--- config.mk ---
export PLATFORM = sky130hd
export DESIGN_NAME = instr_fetch_unit
export DESIGN_NICKNAME = d
export VERILOG_FILES = /design/src/rtl/fetch_pkg.sv /design/src/rtl/sync_fifo.sv /design/src/rtl/instr_fetch_unit.sv
export SDC_FILE = /design/constraint.sdc
export NUM_CORES = 1
export LEC_CHECK = 0
export ABC_AREA = 1
export BUFFER_PORTS_ARGS = -buffer_cell sky130_fd_sc_hd__buf_4
export CORE_UTILIZATION = 30
export DETAILED_ROUTE_END_ITERATION = 6
export GPL_TIMING_DRIVEN = 0
export HOLD_SLACK_MARGIN = 0.06
export PLACE_DENSITY_LB_ADDON = 0.25
export SLEW_MARGIN = 25
export SYNTH_ARGS = -nofsm -noshare
export SYNTH_HDL_FRONTEND = slang
export SYNTH_HIERARCHICAL = 1
export SYNTH_SLANG_ARGS = --single-unit
export TNS_END_PERCENT = 1
--- constraint.sdc ---
create_clock -name clk -period 6.7 [get_ports clk]
set_clock_uncertainty 0.2 [all_clocks]
set_input_delay 1.005 -clock clk [delete_from_list [all_inputs] [get_ports clk]]
set_output_delay 1.005 -clock clk [all_outputs]
set_load 0.02 [all_outputs]
--- src/rtl/fetch_pkg.sv ---
`default_nettype none
// ============================================================================
// Module      : fetch_pkg
// Description : Shared types and constants for the instruction fetch unit.
// Revision    : 1.0 - initial release
// ============================================================================
package fetch_pkg;

    localparam int          FETCH_XLEN  = 32;
    localparam int          INSTR_BYTES = 4;
    localparam logic [31:0] NOP_INSTR   = 32'h0000_0013;

    typedef enum logic [1:0] {
        BOOT  = 2'd0,
        FETCH = 2'd1,
        FLUSH = 2'd2
    } fetch_state_e;

    typedef struct packed {
        logic [FETCH_XLEN-1:0] pc;
        logic [FETCH_XLEN-1:0] instr;
    } fetch_entry_t;

endpackage
`default_nettype wire

--- src/rtl/sync_fifo.sv ---
`default_nettype none
// ============================================================================
// Module      : sync_fifo
// Description : Single-clock FIFO with occupancy count and synchronous clear.
// Revision    : 1.0 - initial release
// ============================================================================
module sync_fifo #(
    parameter  int WIDTH = 32,
    parameter  int DEPTH = 2,
    localparam int CNT_W = $clog2(DEPTH + 1)
) (
    input  logic             clk,
    input  logic             reset_n,
    input  logic             clear,
    input  logic             push,
    input  logic [WIDTH-1:0] push_data,
    input  logic             pop,
    output logic [WIDTH-1:0] pop_data,
    output logic [CNT_W-1:0] count,
    output logic             empty,
    output logic             full
);

    localparam int AW = (DEPTH > 1) ? $clog2(DEPTH) : 1;

    logic [WIDTH-1:0] r_mem [DEPTH];
    logic [AW-1:0]    r_wr_ptr;
    logic [AW-1:0]    r_rd_ptr;
    logic [CNT_W-1:0] r_count;
    logic             w_do_push;
    logic             w_do_pop;

    function automatic logic [AW-1:0] next_ptr(input logic [AW-1:0] ptr);
        return (ptr == AW'(DEPTH - 1)) ? '0 : ptr + AW'(1);
    endfunction

    assign empty     = (r_count == '0);
    assign full      = (r_count == CNT_W'(DEPTH));
    assign count     = r_count;
    assign pop_data  = r_mem[r_rd_ptr];
    assign w_do_pop  = pop && !empty;
    // A full FIFO still accepts a push when a pop frees the slot in the same cycle.
    assign w_do_push = push && (!full || w_do_pop);

    always_ff @(posedge clk or negedge reset_n) begin
        if (!reset_n) begin
            r_wr_ptr <= '0;
            r_rd_ptr <= '0;
            r_count  <= '0;
        end else if (clear) begin
            r_wr_ptr <= '0;
            r_rd_ptr <= '0;
            r_count  <= '0;
        end else begin
            if (w_do_push) r_wr_ptr <= next_ptr(r_wr_ptr);
            if (w_do_pop)  r_rd_ptr <= next_ptr(r_rd_ptr);
            r_count <= r_count + CNT_W'(w_do_push) - CNT_W'(w_do_pop);
        end
    end

    always_ff @(posedge clk) begin
        if (w_do_push) r_mem[r_wr_ptr] <= push_data;
    end

    a_no_overflow: assert property (@(posedge clk) disable iff (!reset_n)
        (push && !clear) |-> (!full || pop));

endmodule
`default_nettype wire

--- src/rtl/instr_fetch_unit.sv ---
`default_nettype none
// ============================================================================
// Module      : instr_fetch_unit
// Description : In-order credit-based instruction fetch with redirect flush.
// Revision    : 1.0 - initial release
// ============================================================================
module instr_fetch_unit
    import fetch_pkg::*;
#(
    parameter int XLEN            = 32,
    parameter int BUF_DEPTH       = 2,
    parameter int MAX_OUTSTANDING = 2
) (
    input  logic            clk,
    input  logic            reset_n,
    input  logic [XLEN-1:0] pc_in,
    output logic [XLEN-1:0] pc_next,
    output logic            imem_req_valid,
    input  logic            imem_req_ready,
    output logic [XLEN-1:0] imem_req_addr,
    input  logic            imem_rsp_valid,
    input  logic [XLEN-1:0] imem_rsp_data,
    output logic            if_valid,
    input  logic            if_ready,
    output logic [XLEN-1:0] if_instr,
    output logic [XLEN-1:0] if_pc,
    input  logic            redirect_valid,
    input  logic [XLEN-1:0] redirect_pc
);

    localparam int CNT_W  = $clog2(BUF_DEPTH + 2 * MAX_OUTSTANDING + 1) + 1;
    localparam int BUF_CW = $clog2(BUF_DEPTH + 1);
    localparam int OPQ_CW = $clog2(MAX_OUTSTANDING + 1);

    fetch_state_e     r_state;
    fetch_state_e     w_state_nxt;
    logic [CNT_W-1:0] r_live_cnt;
    logic [CNT_W-1:0] r_drop_cnt;
    logic [CNT_W-1:0] w_live_nxt;
    logic [CNT_W-1:0] w_drop_nxt;

    logic              w_credit_ok;
    logic              w_slot_ok;
    logic              w_req_fire;
    logic              w_rsp_keep;
    logic              w_rsp_drop;
    logic              w_if_pop;

    logic [XLEN-1:0]   w_opq_head;
    logic [OPQ_CW-1:0] w_opq_count;
    logic              w_opq_empty;
    logic              w_opq_full;

    fetch_entry_t      w_buf_in;
    fetch_entry_t      w_buf_head;
    logic [BUF_CW-1:0] w_buf_count;
    logic              w_buf_empty;
    logic              w_buf_full;

    // Credits come from registered counts only, so a pop this cycle frees nothing yet.
    assign w_credit_ok = (r_live_cnt + CNT_W'(w_buf_count)) < CNT_W'(BUF_DEPTH);
    assign w_slot_ok   = (r_live_cnt + r_drop_cnt) < CNT_W'(MAX_OUTSTANDING);

    assign imem_req_valid = (r_state == FETCH) && !redirect_valid && w_credit_ok && w_slot_ok;
    assign imem_req_addr  = pc_in;
    assign w_req_fire     = imem_req_valid && imem_req_ready;

    assign w_rsp_drop = imem_rsp_valid && (r_drop_cnt != '0);
    assign w_rsp_keep = imem_rsp_valid && (r_drop_cnt == '0) && !redirect_valid;

    assign if_valid = !w_buf_empty && !redirect_valid;
    assign w_if_pop = if_valid && if_ready;
    assign if_instr = w_buf_empty ? '0 : w_buf_head.instr;
    assign if_pc    = w_buf_empty ? '0 : w_buf_head.pc;

    always_comb begin
        pc_next = pc_in;
        if (redirect_valid) begin
            pc_next = {redirect_pc[XLEN-1:2], 2'b00};
        end else if (w_req_fire) begin
            pc_next = pc_in + XLEN'(INSTR_BYTES);
        end
    end

    always_comb begin
        w_live_nxt = r_live_cnt;
        w_drop_nxt = r_drop_cnt;
        if (redirect_valid) begin
            // Every live request turns stale; a response arriving now is one of them.
            w_live_nxt = '0;
            w_drop_nxt = r_drop_cnt + r_live_cnt - CNT_W'(imem_rsp_valid);
        end else begin
            w_live_nxt = r_live_cnt + CNT_W'(w_req_fire) - CNT_W'(w_rsp_keep);
            w_drop_nxt = r_drop_cnt - CNT_W'(w_rsp_drop);
        end
    end

    always_comb begin
        w_state_nxt = r_state;
        if (redirect_valid) begin
            w_state_nxt = (w_drop_nxt != '0) ? FLUSH : FETCH;
        end else begin
            case (r_state)
                BOOT:    w_state_nxt = FETCH;
                FETCH:   w_state_nxt = FETCH;
                FLUSH:   w_state_nxt = (w_drop_nxt == '0) ? FETCH : FLUSH;
                default: w_state_nxt = BOOT;
            endcase
        end
    end

    always_ff @(posedge clk or negedge reset_n) begin
        if (!reset_n) begin
            r_state    <= BOOT;
            r_live_cnt <= '0;
            r_drop_cnt <= '0;
        end else begin
            r_state    <= w_state_nxt;
            r_live_cnt <= w_live_nxt;
            r_drop_cnt <= w_drop_nxt;
        end
    end

    sync_fifo #(
        .WIDTH (XLEN),
        .DEPTH (MAX_OUTSTANDING)
    ) u_pc_queue (
        .clk       (clk),
        .reset_n   (reset_n),
        .clear     (redirect_valid),
        .push      (w_req_fire),
        .push_data (pc_in),
        .pop       (w_rsp_keep),
        .pop_data  (w_opq_head),
        .count     (w_opq_count),
        .empty     (w_opq_empty),
        .full      (w_opq_full)
    );

    assign w_buf_in.pc    = w_opq_head;
    assign w_buf_in.instr = imem_rsp_data;

    sync_fifo #(
        .WIDTH ($bits(fetch_entry_t)),
        .DEPTH (BUF_DEPTH)
    ) u_out_buf (
        .clk       (clk),
        .reset_n   (reset_n),
        .clear     (redirect_valid),
        .push      (w_rsp_keep),
        .push_data (w_buf_in),
        .pop       (w_if_pop),
        .pop_data  (w_buf_head),
        .count     (w_buf_count),
        .empty     (w_buf_empty),
        .full      (w_buf_full)
    );

    a_rsp_expected: assert property (@(posedge clk) disable iff (!reset_n)
        imem_rsp_valid |-> ((r_live_cnt + r_drop_cnt) != '0));
    a_queue_tracks_live: assert property (@(posedge clk) disable iff (!reset_n)
        CNT_W'(w_opq_count) == r_live_cnt);
    a_queue_room: assert property (@(posedge clk) disable iff (!reset_n)
        w_req_fire |-> !w_opq_full);
    a_queue_has_pc: assert property (@(posedge clk) disable iff (!reset_n)
        w_rsp_keep |-> !w_opq_empty);
    a_buf_room: assert property (@(posedge clk) disable iff (!reset_n)
        w_rsp_keep |-> (!w_buf_full || w_if_pop));

endmodule
`default_nettype wire

* Word-level counts from Yosys, hierarchy flattened
Memory sizes are Yosys's and may differ from the RTL's.
Cells that the tools add are included.
** Operators by class
- Multiplexer cells :: 28
- Reductions and logical operators :: 32
- $mul :: 0
- Bitwise gates (word level) :: 0
- Div/mod/pow operators :: 0
- $lt $le $gt $ge :: 2
- Shift operators :: 0
- $add $sub $neg :: 15
- Eq/ne operators :: 4
** Operator list (number)
- $mux 32 :: 4
- $add 32x3->32 const B :: 1
- $mux 1 :: 16
- $logic_and 1x1->1 :: 13
- $sub 4x1->4 :: 3
- $mux 2 :: 5
- $logic_not 4->1 :: 2
- $lt 4x2->1 const B :: 2
- $mux 4 :: 2
- $reduce_bool 2->1 :: 4
- $reduce_bool 4->1 :: 2
- $eq 2x2->1 const B :: 3
- $logic_not 2->1 :: 3
- $logic_not 1->1 :: 5
- $add 1x1->1 const B :: 4
- $add 2x1->2 :: 2
- $add 4x1->4 :: 1
- $add 4x2->4 :: 1
- $add 4x4->4 :: 1
- $pmux 2 s2 :: 1
- $sub 2x1->2 :: 2
- $eq 2x1->1 const B :: 1
- $logic_or 1x1->1 :: 2
- $reduce_or 2->1 :: 1
** Word-level totals
- Input port bits :: 102
- ROM bits :: 0
- Output and inout port bits :: 130
- Logic and storage cells :: 92
- Memories kept :: 2
- Bits in registers :: 18
- Bits in latches :: 0
- Memory bits (writable) :: 192
** Memory list
- u_out_buf.r_mem :: words 2, bits a word 64, read ports 1, clocked after Yosys merged registers in 0, wr ports 1, line sync_fifo.sv:26 : logic [WIDTH-1:0] r_mem [DEPTH];
- u_pc_queue.r_mem :: words 2, bits a word 32, read ports 1, clocked after Yosys merged registers in 0, wr ports 1, line sync_fifo.sv:26

* Logic depth before layout (Yosys ltp)
Gate-level depths: netlist (run 1).
- Depth after elaboration :: 10
- Gate-level depth with buffers :: 18
- Depth with buffers taken out :: 17

* By module
The synthesis (run 1) kept the hierarchy.
** By module, submodules not included
- sync_fifo (u_out_buf) :: times used 1, seq. area each 3943.8 sq um, area each 4946.0 sq um, cells each 371
- instr_fetch_unit :: times used 1, seq. area each 250.2 sq um, area each 3265.6 sq um, cells each 672
- sync_fifo (u_pc_queue) :: times used 1, seq. area each 2021.9 sq um, area each 2605.0 sq um, cells each 204

* Worst setup path before layout (run 1)
OpenSTA, ideal clock, no wires.
- Kind :: input to register
- From :: input redirect_valid
- To :: memory u_out_buf/r_mem[0][0] in the netlist's numbering (enable)
- Required time :: 6.014 ns
- Stages on the path :: 7
- Path buffers :: 2
- Slack :: 1.418 ns
- Arrival :: 4.595 ns
- Library setup time :: 0.486 ns
- Cells stage by stage :: buf_6 > clkbuf_1 > nor3b_1 > inv_1 > nand2_4 > nand2_4 > nor2_1
** On the way
- Longest elaborated chain between the ends :: 8
- Elaborated cells on any way between the ends :: 9
- Classes of those cells :: mux (2); reduce/logical (7)
** Ends and longest elaborated chain
- from (decl) :: line instr_fetch_unit.sv:27 : input logic redirect_valid,
- $logic_not 1->1 :: line instr_fetch_unit.sv:71 : assign if_valid = !w_buf_empty && !redirect_valid;
- $logic_and 1x1->1 :: line instr_fetch_unit.sv:71
- $logic_and 1x1->1 :: line instr_fetch_unit.sv:72 : assign w_if_pop = if_valid && if_ready;
- via w_if_pop :: line instr_fetch_unit.sv:47 : logic w_if_pop;
- $logic_and 1x1->1 :: line sync_fifo.sv:41 : assign w_do_pop = pop && !empty;
- $logic_or 1x1->1 :: line sync_fifo.sv:43 : assign w_do_push = push && (!full || w_do_pop);
- $logic_and 1x1->1 :: line sync_fifo.sv:43
- $mux 1 :: line sync_fifo.sv:62 : if (w_do_push) r_mem[r_wr_ptr] <= push_data;
- $mux 1 (not written as such) :: line sync_fifo.sv:62
- to (decl) :: line sync_fifo.sv:26
The timed path passes the listed nets, and every way through them passes these cells.

* Worst setup path in the final report (run 1)
- From :: register r_live_cnt[1]
- To :: output pc_next[26]
** On the way
- Longest elaborated chain between the ends :: 7
- Elaborated cells on any way between the ends :: 9
- Classes of those cells :: add/sub (2); order compare (2); mux (2); reduce/logical (3)
** Ends and longest elaborated chain
- from (decl) :: line instr_fetch_unit.sv:37 : logic [CNT_W-1:0] r_live_cnt;
- from (signal assigned) :: line instr_fetch_unit.sv:119 : r_live_cnt <= w_live_nxt;
- $add 4x2->4 :: line instr_fetch_unit.sv:61 : assign w_credit_ok = (r_live_cnt + CNT_W'(w_buf_count)) < CNT_W'(BUF_DEPTH);
- $lt 4x2->1 :: line instr_fetch_unit.sv:61
- $logic_and 1x1->1 :: line instr_fetch_unit.sv:64 : assign imem_req_valid = (r_state == FETCH) && !redirect_valid && w_credit_ok && w_slot_ok;
- $logic_and 1x1->1 (*) :: line instr_fetch_unit.sv:64
- $logic_and 1x1->1 (*) :: line instr_fetch_unit.sv:66 : assign w_req_fire = imem_req_valid && imem_req_ready;
- via w_req_fire :: line instr_fetch_unit.sv:44 : logic w_req_fire;
- $mux 32 (*) :: line instr_fetch_unit.sv:80 : end else if (w_req_fire) begin
- $mux 32 (*) :: line instr_fetch_unit.sv:78 : if (redirect_valid) begin
- to (decl) :: line instr_fetch_unit.sv:17 : output logic [XLEN-1:0] pc_next,
Mark *: on every way through the listed nets, which the timed path passes. The rest lies on a longest branch.

==> impl_results.rst, run 1 <==
.. list-table::
   :header-rows: 1

   * - Metric
     - Value
   * - Layout Utilization
     - 39.6%
   * - Maximum root-to-sink buffer count
     - 3
   * - Vias/cell
     - 4.26
   * - Area share of the largest cell type after synthesis
     - 53.3%
   * - Arrival time at the worst endpoint
     - 3.00 ns
   * - Total wire length after detailed routing
     - 28,400 um
   * - Routed wire per std cell
     - 14.3 um
   * - Xor and xnor fraction of the mapped netlist area
     - 1.86%
   * - Total Routing Usage GR
     - between 10% and 20%
   * - Most frequent CP cell
     - sky130_fd_sc_hd__nand2_1
   * - Mapped cell area
     - 10,800 um2
   * - Post-detailed-route DRC marker count
     - 0
   * - Synth-to-Final Area Change
     - 29.9%
   * - Total setup violations reported at the end of the flow
     - 0
   * - Final GP Congestion
     - a little under 0.9
   * - Diodes inserted
     - 0
   * - Number of buffers inserted during clock tree synthesis
     - 23
   * - Slew of the pin with the lowest slew margin
     - 0.812 ns
   * - Required time of the critical path
     - 5.49 ns
   * - Number of antenna-violating nets in the routed design
     - 0
   * - Cell type with the largest total area after synthesis
     - sky130_fd_sc_hd__edfxtp_1
   * - Starting Density
     - 30.5%
   * - Count of boundary I/O pins
     - 232
   * - Hold-fix buffer count after cts
     - 0
   * - Cell Rows
     - just under 70
   * - Final critical path time including I/O delays and setup
     - 4.21 ns
   * - Register area
     - 6220 um2
   * - Crit path max-delay cell type
     - sky130_fd_sc_hd__fa_1
   * - Number of global-route vias before repair
     - 8,095
   * - Adder-cell share of the synthesized area
     - 2.29%
   * - Outcome
     - complete, no violations
   * - Final hold violations
     - 0
   * - Setup slack of the critical path after layout
     - 2.49 ns
   * - CTS tree
     - yes
   * - Highest net fanout along the worst path
     - 14
   * - Half-perimeter wire length of the detailed placement result
     - 21,100 um
   * - Number of cells after detailed placement
     - 1,945
   * - Highest Clock Rate
     - about 240 MHz
   * - Overall die area
     - 36,800 um2
   * - Compound-Gate Fraction of Synth Area
     - 0.694%
   * - Vias after detailed routing
     - approximately 8.5k
   * - Kind of critical path
     - reg2out
   * - Share of cells above drive strength 1
     - 23.4%
   * - R2R depth
     - 12
   * - Mean instance size in the synthesized netlist
     - 8.67 um2
   * - Pre-CTS setup slack
     - between 2 and 3 ns
   * - R2r setup slk
     - 3.21 ns
   * - Slew margin rel.
     - approximately 46%
   * - Placeable core region
     - 35,500 um2
   * - Number of antenna violations at the first check in global routing
     - 1
   * - Post-synthesis sequential element count
     - 210
   * - Synth cell types
     - 33
   * - Clock tree root driver cell
     - sky130_fd_sc_hd__clkbuf_16
   * - Final Instance Count excl. Fillers
     - 1,984
   * - Post-CTS Setup Bufs
     - 0
   * - First-pass GRT wire length
     - roughly 44,000 um
   * - Sum of overflow across all layers after global routing
     - 0
   * - Fraction of the mapped netlist area in simple logic gates
     - between 20 and 30%
   * - Main combinational cell family by area after synthesis
     - simple AND/OR/NAND/NOR gates
   * - Synth Warn #
     - 6
   * - Area contributors post-synth
     - sky130_fd_sc_hd__edfxtp_1, sky130_fd_sc_hd__nand2_1, sky130_fd_sc_hd__nor2_1
   * - Clock transition at the registers of the reported paths
     - 0.06 ns
   * - Area used by multi-input combinational logic
     - approximately 3700 um2
   * - Startpoint Class
     - flip-flop
   * - Count of port buffers added during placement
     - about 230
   * - Static leakage
     - 0.00656 uW
   * - Pin count of the biggest net entering global routing
     - 23
   * - Largest incremental delay on the critical path
     - 0.63 ns
   * - Worst Hold Class
     - in2async
   * - Die W
     - 192 um
   * - Final layout net count
     - 1,629
   * - Total negative setup slack
     - 0 ns
   * - Series of cell instances along the critical path
     - inv_1 > fa_1 > nand3_1 > nor2_2 > nand3_2 > nor2_4 > buf_6 > nand2_1 > nand2_1 > nand2_1 > nand2_1 > buf_4
   * - Detailed-routing iteration count for the pre-antenna-repair pass
     - 4
   * - Standard cell area after detailed placement
     - 13,300 um2
   * - Layout Cell Area excl Fill
     - 14,000 um2
   * - Overall die height
     - 192 um
   * - Sequential element share of the synthesized area
     - 57.5%
   * - Mux contribution to synthesized area
     - 0%
   * - Number of violations reported at the end of detailed-routing iteration 0
     - 457
   * - Worst skew pair latency
     - roughly 0.5 ns
   * - Post-CTS sizing
     - 0
   * - Mapped Cells
     - around 1.2k
   * - Number of fillers in the final layout
     - 3,587
   * - Period utilization
     - 62.8%
   * - Setup crit end kind
     - output pin
   * - Power per standard cell area
     - 227 nW/um2
   * - Maximum level of the CTS H-tree
     - 1
   * - Worst voltage drop across the vdd grid
     - 137 uV
   * - RSZ-0062 raised after global routing
     - no
   * - Slew Limit Fails
     - 0
   * - Post-Syn Nets
     - between 1k and 1.5k
   * - Clock Sinks
     - 210
   * - Max-cap violations
     - 0
final timing paths:
path / end / from
setup / recovery: pc_next[26] / r_live_cnt[1]
hold / removal: u_out_buf/r_rd_ptr / reset_n
setup reg to reg: r_live_cnt[2] / r_live_cnt[1]
hold reg to reg: u_out_buf/r_mem[1][39] / u_pc_queue/r_mem[0][7]
max in group asynchronous: r_live_cnt[3] / reset_n
min in group clk: u_out_buf/r_mem[1][39] / u_pc_queue/r_mem[0][7]
layer usage:
metal  global-route usage (%)  vias up  share of wire (%)
met5                        0        -                  0
met4                     3.91        0                1.7
met3                     2.19       35                5.2
met2                     26.3      226                 47
met1                     20.8     3812                 46
li1                         -     4380                  -
placed cells by master (no fill, tap or decap), drive strengths merged:
| master | instances |
|---|---|
| nand3b | 13 |
| a21o | 1 |
| nor2 | 134 |
| a21oi | 6 |
| clkinv | 6 |
| dfrtp | 18 |
| nor3 | 3 |
| nor3b | 1 |
| clkbuf | 41 |
| o21ai | 6 |
| edfxtp | 192 |
| nand3 | 21 |
| nor4 | 1 |
| ha | 15 |
| nand2 | 606 |
| xnor2 | 7 |
| fa | 3 |
| xor2 | 16 |
| nand4 | 4 |
| bufinv | 2 |
| inv | 126 |
| buf | 301 |
registers in the layout, summed over array words and instances, names as in the netlist:
name and cells:
u_pc_queue/count 2, r_state 2, r_drop_cnt 4, u_out_buf/r_wr_ptr 1, r_live_cnt 4, u_pc_queue/r_rd_ptr 1
u_out_buf/r_mem 128, u_out_buf/r_rd_ptr 1, u_pc_queue/r_mem 64, u_out_buf/count 2, u_pc_queue/r_wr_ptr 1
synth_stat cells:
library cell and instances:
sky130_fd_sc_hd__clkinv_2 1, sky130_fd_sc_hd__nand2_4 4, sky130_fd_sc_hd__nand3b_1 13, sky130_fd_sc_hd__nor2_2 3, sky130_fd_sc_hd__nor4_1 1, sky130_fd_sc_hd__o21ai_1 2, sky130_fd_sc_hd__nor2_1 130, sky130_fd_sc_hd__nor2_4 1
sky130_fd_sc_hd__inv_2 5, sky130_fd_sc_hd__clkbuf_1 10, sky130_fd_sc_hd__nand2_2 1, sky130_fd_sc_hd__o21ai_0 4, sky130_fd_sc_hd__a21oi_2 2, sky130_fd_sc_hd__nor3b_1 1, sky130_fd_sc_hd__edfxtp_1 192, sky130_fd_sc_hd__buf_2 12
sky130_fd_sc_hd__nand3_1 18, sky130_fd_sc_hd__buf_6 4, sky130_fd_sc_hd__nand3_2 3, sky130_fd_sc_hd__inv_1 120, sky130_fd_sc_hd__dfrtp_1 18, sky130_fd_sc_hd__ha_1 15, sky130_fd_sc_hd__xnor2_1 7, sky130_fd_sc_hd__buf_1 2
sky130_fd_sc_hd__nor3_1 1, sky130_fd_sc_hd__a21o_1 1, sky130_fd_sc_hd__fa_1 3, sky130_fd_sc_hd__buf_4 46, sky130_fd_sc_hd__nand4_1 4, sky130_fd_sc_hd__xor2_1 16, sky130_fd_sc_hd__nor3_2 2, sky130_fd_sc_hd__nand2_1 601
sky130_fd_sc_hd__a21oi_1 4
worst max-delay path: cells and delay by family, from the launching register on:
family / cells / cell delay [ns]
and+or+nand+nor: 8 / 0.89
adders and majority gates: 1 / 0.63
buffers and inverters: 3 / 0.53
DFF: 1 / 0.47
kinds of logic (layout without fill, tap and decap cells):
kind of cell             after synthesis  in the layout
AND/OR/NAND/NOR                      783            783
XOR/XNOR                              23             23
flip-flops                           210            210
adder cells (fa/ha/maj)               18             18
buffers and inverters                200            476
AO/OA/AOI/OAI                         13             13
per-stage QoR:
step                hold slack [ns]  total power, uW
floorplan                     0.299             1810
global placement              0.308             2010
detailed placement            0.321             2020
CTS                           0.169             3240
global route                  0.177             3340
finish                        0.174             3200
cell type report:
type	instances	area share [%]
Tap cell	461	4.11
Timing Repair Buffer	237	13.6
Clock buffer	31	4.45
Buffer	74	3.53
Sequential cell	210	44.2
Inverter	126	3.38
Clock inverter	8	0.650
Multi-Input combinational cell	837	26.1
power by group:
| group | internal, uW | total (uW) | switching, uW |
|---|---|---|---|
| clock network | 726 | 1200 | 477 |
| logic | 202 | 497 | 295 |
| registers | 1470 | 1500 | 27.0 |
Power figures use the tool's default switching activity.
==> run 2: changes to the inputs <==
Clock period 6.7 ns to 4.3 ns, I/O delays scaled along.
==> impl_results.rst, run 2 (same netlist as run 1, synthesis figures left out) <==
.. list-table::
   :header-rows: 1

   * - Metric
     - Value
   * - Share of cells above drive strength 1
     - 23.4%
   * - Placeable core region
     - approximately 35,000 um2
   * - Vias after detailed routing
     - about 8.5k
   * - Startpoint Class
     - flip-flop
   * - Routed wire per std cell
     - 14.3 um
   * - Clock transition at the registers of the reported paths
     - ~0.06 ns
   * - Starting Density
     - a little under a third
   * - Kind of critical path
     - reg2out
   * - Worst voltage drop across the vdd grid
     - approximately 210 uV
   * - Min-delay src
     - imem_rsp_data[31]
   * - Count of port buffers added during placement
     - between 200 and 250
   * - Synth-to-Final Area Change
     - 30.0%
   * - Final GP Congestion
     - 0.875
   * - Maximum level of the CTS H-tree
     - 1
   * - Max-cap violations
     - 0
   * - Commonest non-fill, non-tap cells in the layout
     - sky130_fd_sc_hd__nand2_1, sky130_fd_sc_hd__buf_4, sky130_fd_sc_hd__edfxtp_1
   * - Cell-internal power
     - 3740 uW
   * - Series of cell instances along the critical path
     - inv_1 > fa_1 > nand3_1 > nor2_2 > nand4_1 > buf_2 > nand2_1 > nand2_1 > nand2_1 > nand2_1 > buf_4
   * - Crit path max-delay cell type
     - sky130_fd_sc_hd__fa_1
   * - Final hold violations
     - 0
   * - Total setup violations reported at the end of the flow
     - 0
   * - Total Routing Usage GR
     - 15.5%
   * - Total negative setup slack
     - 0 ns
   * - Maximum root-to-sink buffer count
     - 3
   * - CP Buf/Inv Count
     - 3
   * - Highest net fanout along the worst path
     - 10
   * - Pre-CTS setup slack
     - 0.573 ns
   * - Overall die height
     - 192 um
   * - Vias/cell
     - 4.27
   * - Post-route total power
     - around 5000 uW
   * - Layout Utilization
     - 39.6%
   * - Destination of the critical timing path
     - pc_next[26]
   * - Post-detailed-route DRC marker count
     - 0
   * - Cell Rows
     - 69
   * - Post-CTS Setup Bufs
     - 0
   * - Half-perimeter wire length of the detailed placement result
     - 21,100 um
   * - Number of antenna violations at the first check in global routing
     - 1
   * - R2R depth
     - 12
   * - Die W
     - 192 um
   * - CTS tree
     - yes
   * - Switching Power
     - approximately 1200 uW
   * - Outcome
     - complete, no violations
   * - Clock Sinks
     - 210
   * - Period utilization
     - 89.3%
   * - Number of buffers inserted during clock tree synthesis
     - 23
   * - R2r endpoint
     - r_live_cnt[2]
   * - CP delay by family, top
     - simple AND/OR/NAND/NOR gates
   * - Final layout net count
     - ~1.6k
   * - Largest regs
     - u_out_buf/r_mem x128, u_pc_queue/r_mem x64
   * - RSZ-0062 raised after global routing
     - no
   * - Total wire length after detailed routing
     - 28,400 um
   * - Worst setup path start
     - r_live_cnt[1]
   * - R2r setup slk
     - 0.81 ns
   * - Clock tree root driver cell
     - sky130_fd_sc_hd__clkbuf_16
   * - Slew Limit Fails
     - 0
   * - Number of flip-flops in the largest register
     - roughly 130
   * - Number of violations reported at the end of detailed-routing iteration 0
     - 453
   * - Number of fillers in the final layout
     - between 3k and 4k
   * - Number of global-route vias before repair
     - 8,113
   * - Number of antenna-violating nets in the routed design
     - 0
   * - Detailed-routing iteration count for the pre-antenna-repair pass
     - 5
   * - Power per standard cell area
     - around 350 nW/um2
   * - Sum of overflow across all layers after global routing
     - 0
   * - Layout Cell Area excl Fill
     - between 10,000 and 15,000 um2
   * - Diodes inserted
     - 0
   * - Setup slack of the critical path after layout
     - 0.458 ns
   * - Overall die area
     - 36,800 um2
   * - Sequential Power Share
     - 46.8%
   * - Leading cell type in the layout, fill and taps excluded
     - sky130_fd_sc_hd__nand2_1
   * - Slew of the pin with the lowest slew margin
     - 0.801 ns
   * - Sw frac
     - 24.9%
   * - Most frequent CP cell
     - sky130_fd_sc_hd__nand2_1
   * - Arrival time at the worst endpoint
     - 3.00 ns
   * - Setup crit end kind
     - output pin
   * - Power share of the combinational group
     - 15.6%
   * - Register with the highest flop count
     - u_out_buf/r_mem
   * - Final critical path time including I/O delays and setup
     - 3.84 ns
   * - Worst Hold Class
     - in2reg
   * - First-pass GRT wire length
     - 43,900 um
   * - Standard cell area after detailed placement
     - 13,300 um2
   * - Relative contribution of the clock network to total power
     - between 30% and 40%
   * - Pin count of the biggest net entering global routing
     - 23
   * - Reg-to-Reg Start
     - r_live_cnt[1]
   * - Worst skew pair latency
     - 0.51 ns
   * - Static leakage
     - around 0.0066 uW
   * - Highest Clock Rate
     - 260 MHz
   * - Required time of the critical path
     - around 3.5 ns
   * - Largest incremental delay on the critical path
     - 0.62 ns
   * - Slew margin rel.
     - between 40% and 50%
   * - Count of boundary I/O pins
     - 232
   * - Crit. path cell count
     - 11
## run 2: cell count changes in the layout (fill, tap and decap cells not counted)
cell and delta:
sky130_fd_sc_hd__dlygate4sd3_1 +1
## run 2: repair_timing
action,4_1_cts,5_1_grt
hold buffers,1,0
hold endpoints to repair,18,0
resized for setup,0,0
## run 2: worst min-delay path by stage
stage,end,cells after the start
floorplan,r_drop_cnt[0],0
global placement,u_out_buf/r_wr_ptr,2
detailed placement,u_out_buf/r_mem[1][39],2
CTS,u_out_buf/r_mem[0][31],1
global route,u_out_buf/r_mem[1][7],1
finish,u_out_buf/r_mem[1][31],1
## run 2: worst register-to-register path: stages, from the launching register on
cell and delay, ns:
sky130_fd_sc_hd__dfrtp_1 0.47, sky130_fd_sc_hd__inv_1 0.17, sky130_fd_sc_hd__fa_1 0.62, sky130_fd_sc_hd__nand3_1 0.11
sky130_fd_sc_hd__nor2_2 0.15, sky130_fd_sc_hd__nand4_1 0.24, sky130_fd_sc_hd__buf_2 0.28, sky130_fd_sc_hd__ha_1 0.29
sky130_fd_sc_hd__inv_1 0.04, sky130_fd_sc_hd__ha_1 0.19, sky130_fd_sc_hd__fa_1 0.39, sky130_fd_sc_hd__xnor2_1 0.14
sky130_fd_sc_hd__nor2_1 0.05
## run 2: metal layers
metal  GRT usage, %  wire (um)  vias up
met5              0          0        -
met4           3.91        495        0
met3           2.19       1590       35
met2           26.3      13300      245
met1           20.8      13000     3820
li1               -          -     4382
## run 2: final cells by class
class / count / area [um2] / area share (%)
multi-input cells: 837 / 3660 / 26.0
clock inverters: 8 / 91.3 / 0.650
inverters: 126 / 474 / 3.37
well taps: 461 / 577 / 4.10
repair buffers: 238 / 1920 / 13.7
plain buffers: 74 / 495 / 3.52
flip-flops and latches: 210 / 6220 / 44.2
clock buffers: 31 / 626 / 4.45
## run 2: metrics by stage
| stage | cells | hold WS, ns |
|---|---|---|
| floorplan | 1247 | 0.149 |
| global placement | 1937 | 0.308 |
| detailed placement | 1945 | 0.321 |
| CTS | 1985 | 0.0933 |
| global route | 1985 | 0.0987 |
| finish | 1985 | 0.121 |
## run 2: power groups by stage
stage / registers [uW] / logic [uW] / clock network [uW]
2_1_floorplan: 2370 / 453 / 0
3_3_place_gp: 2380 / 756 / 0
3_5_place_dp: 2370 / 778 / 0
4_1_cts: 2330 / 783 / 1930
5_1_grt: 2340 / 874 / 2000
6_report: 2330 / 774 / 1870
==> run 3: changes to the inputs <==
Settings changed: ABC_AREA 1 to unset, CORE_MARGIN set to 4.
==> impl_results.rst, run 3 <==
.. list-table::
   :header-rows: 1

   * - Metric
     - Value
   * - Crit path max-delay cell type
     - sky130_fd_sc_hd__or4_1
   * - Period utilization
     - 102%
   * - Number of global-route vias before repair
     - a little under 7k
   * - Post-route total power
     - 5350 uW
   * - Number of cells after detailed placement
     - ~1.4k
   * - First-pass GRT wire length
     - 40,500 um
   * - Max-cap violations
     - 0
   * - Final hold violations
     - 0
   * - Share of cells above drive strength 1
     - 43.5%
   * - Number of antenna-violating nets in the routed design
     - 0
   * - Worst skew pair latency
     - 0.52 ns
   * - Pre-CTS setup slack
     - a little over 0.08 ns
   * - Number of flip-flops in the largest register
     - 128
   * - Clock tree root driver cell
     - sky130_fd_sc_hd__clkbuf_16
   * - Mapped cell area
     - just over 10,000 um2
   * - Clock transition at the registers of the reported paths
     - 0.06 ns
   * - Highest net fanout along the worst path
     - 6
   * - Worst voltage drop across the vdd grid
     - between 200 and 250 uV
   * - Slew of the pin with the lowest slew margin
     - 1.04 ns
   * - Power per standard cell area
     - 385 nW/um2
   * - Number of violations reported at the end of detailed-routing iteration 0
     - 313
   * - Placeable core region
     - approximately 33,000 um2
   * - Total Routing Usage GR
     - 14.5%
   * - Half-perimeter wire length of the detailed placement result
     - just over 20,000 um
   * - Synth-to-Final Area Change
     - 37.9%
   * - Kind of critical path
     - reg2out
   * - Total setup violations reported at the end of the flow
     - 2
   * - Final Instance Count excl. Fillers
     - 1,466
   * - Register with the highest flop count
     - u_out_buf/r_mem
   * - Largest regs
     - u_out_buf/r_mem x128, u_pc_queue/r_mem x64
   * - Final GP Congestion
     - 0.817
   * - Vias after detailed routing
     - just under 7k
   * - Starting Density
     - a little under a third
   * - Final layout net count
     - 1,128
   * - Mean instance size in the synthesized netlist
     - 13.9 um2
   * - Sum of overflow across all layers after global routing
     - 0
   * - Outcome
     - finished with violations
   * - Count of boundary I/O pins
     - 232
   * - RSZ-0062 raised after global routing
     - yes
   * - Overall die height
     - 191 um
   * - Slew Limit Fails
     - 0
   * - CP delay by family, top
     - simple AND/OR/NAND/NOR gates
   * - Total wire length after detailed routing
     - 27,700 um
   * - Violations in the final reports
     - negative setup slack
   * - Maximum root-to-sink buffer count
     - 3
   * - CP Buf/Inv Count
     - 2
   * - Static leakage
     - 0.00513 uW
   * - Die W
     - 191 um
   * - Diodes inserted
     - 0
   * - Mapped Cells
     - 727
   * - Worst Hold Class
     - in2reg
   * - Post-Syn Nets
     - roughly 850
   * - Leading cell type in the layout, fill and taps excluded
     - sky130_fd_sc_hd__buf_4
   * - Vias/cell
     - 4.60
   * - Clock Sinks
     - 210
   * - Layout Utilization
     - 42.3%
   * - Highest Clock Rate
     - 227 MHz
   * - Post-detailed-route DRC marker count
     - 0
   * - Setup slack of the critical path after layout
     - -0.0970 ns
   * - Number of buffers inserted during clock tree synthesis
     - 24
   * - Number of antenna violations at the first check in global routing
     - 0
   * - Final critical path time including I/O delays and setup
     - about 4.4 ns
   * - Commonest non-fill, non-tap cells in the layout
     - sky130_fd_sc_hd__buf_4, sky130_fd_sc_hd__edfxtp_1, sky130_fd_sc_hd__nor2b_1
   * - Synth Warn #
     - 6
   * - Arrival time at the worst endpoint
     - 3.55 ns
   * - Setup crit end kind
     - output pin
   * - Series of cell instances along the critical path
     - buf_6 > fa_1 > nor4b_4 > nand4_4 > a2111o_1 > or4_1 > a31oi_1 > buf_4
   * - CTS tree
     - yes
   * - Cell Rows
     - 66
   * - Pin count of the biggest net entering global routing
     - 22
   * - Startpoint Class
     - flip-flop
   * - Maximum level of the CTS H-tree
     - 1
   * - Count of port buffers added during placement
     - roughly 230
   * - Overall die area
     - 36,600 um2
   * - Required time of the critical path
     - 3.45 ns
   * - Largest incremental delay on the critical path
     - ~0.56 ns
   * - Slew margin rel.
     - 30.6%
   * - Routed wire per std cell
     - between 15 and 20 um
   * - Detailed-routing iteration count for the pre-antenna-repair pass
     - 4
-- run 3: cell count changes in the layout (fill, tap and decap cells not counted), sizes merged, moves of 10 or more --
cell	delta
nand3b	-13
o21ai	+23
inv	-111
nand4	+10
nand2	-581
nor2b	+73
a21oi	+11
mux2	+106
nor2	-97
xnor2	+17
-- run 3: stage by stage --
| step | hold slack, ns | TNS (ns) | area [um2] |
|---|---|---|---|
| after CTS | 0.0785 | -0.0697 | 13700 |
| after detailed placement | 0.327 | 0 | 12600 |
| final | 0.115 | -0.114 | 13900 |
| after floorplan | 0.149 | -37.86 | 10100 |
| after global routing | 0.0780 | -1.64 | 13900 |
| after global placement | 0.317 | -509.74 | 12400 |
-- run 3: final timing paths --
| path | slack (ns) | startpoint | depth (start not counted) | end |
|---|---|---|---|---|
| worst max-delay path | -0.1 | r_live_cnt[1] | 8 | pc_next[26] |
| worst min-delay path | 0.12 | imem_rsp_data[1] | 1 | u_out_buf/r_mem[1][1] |
| min in group asynchronous | 0.34 | reset_n | 2 | r_live_cnt[3] |
| max in group asynchronous | 3.32 | reset_n | 2 | u_out_buf/count[1] |
| worst max register to register | 0.45 | r_live_cnt[1] | 11 | u_pc_queue/r_mem[0][6] |
| worst min register to register | 0.36 | u_pc_queue/r_mem[0][5] | 1 | u_out_buf/r_mem[0][37] |
-- run 3: where the power goes --
group | internal [uW] | total, uW | switching (uW)
combinational | 387 | 886 | 499
sequential | 2300 | 2350 | 42.7
clock | 1320 | 2120 | 796
-- run 3: cell type report --
cell class | instances | area [um2]
Fill cell | 3112 | 19000
Sequential cell | 210 | 6220
Multi-Input combinational cell | 436 | 3740
Timing Repair Buffer | 255 | 2080
Clock buffer | 30 | 623
Tap cell | 442 | 553
Buffer | 65 | 435
Clock inverter | 12 | 194
Inverter | 16 | 60.1
-- run 3: timing repair --
| action | 4_1_cts | 5_1_grt |
|---|---|---|
| hold buffers | 1 | 0 |
| buffers inserted | 5 | 9 |
| pin swaps | 8 | 19 |
| hold endpoints to repair | 18 | 0 |
| setup endpoints to repair | 29 | 28 |
| resized for setup | 32 | 38 |
-- run 3: metal layers --
layer / wire [um] / GRT usage (%) / part of all wire, %
met2: 13000 / 23.6 / 47
met5: 0 / 0 / 0
met3: 2170 / 3.36 / 7.8
met4: 616 / 3.67 / 2.2
met1: 12000 / 19.6 / 43
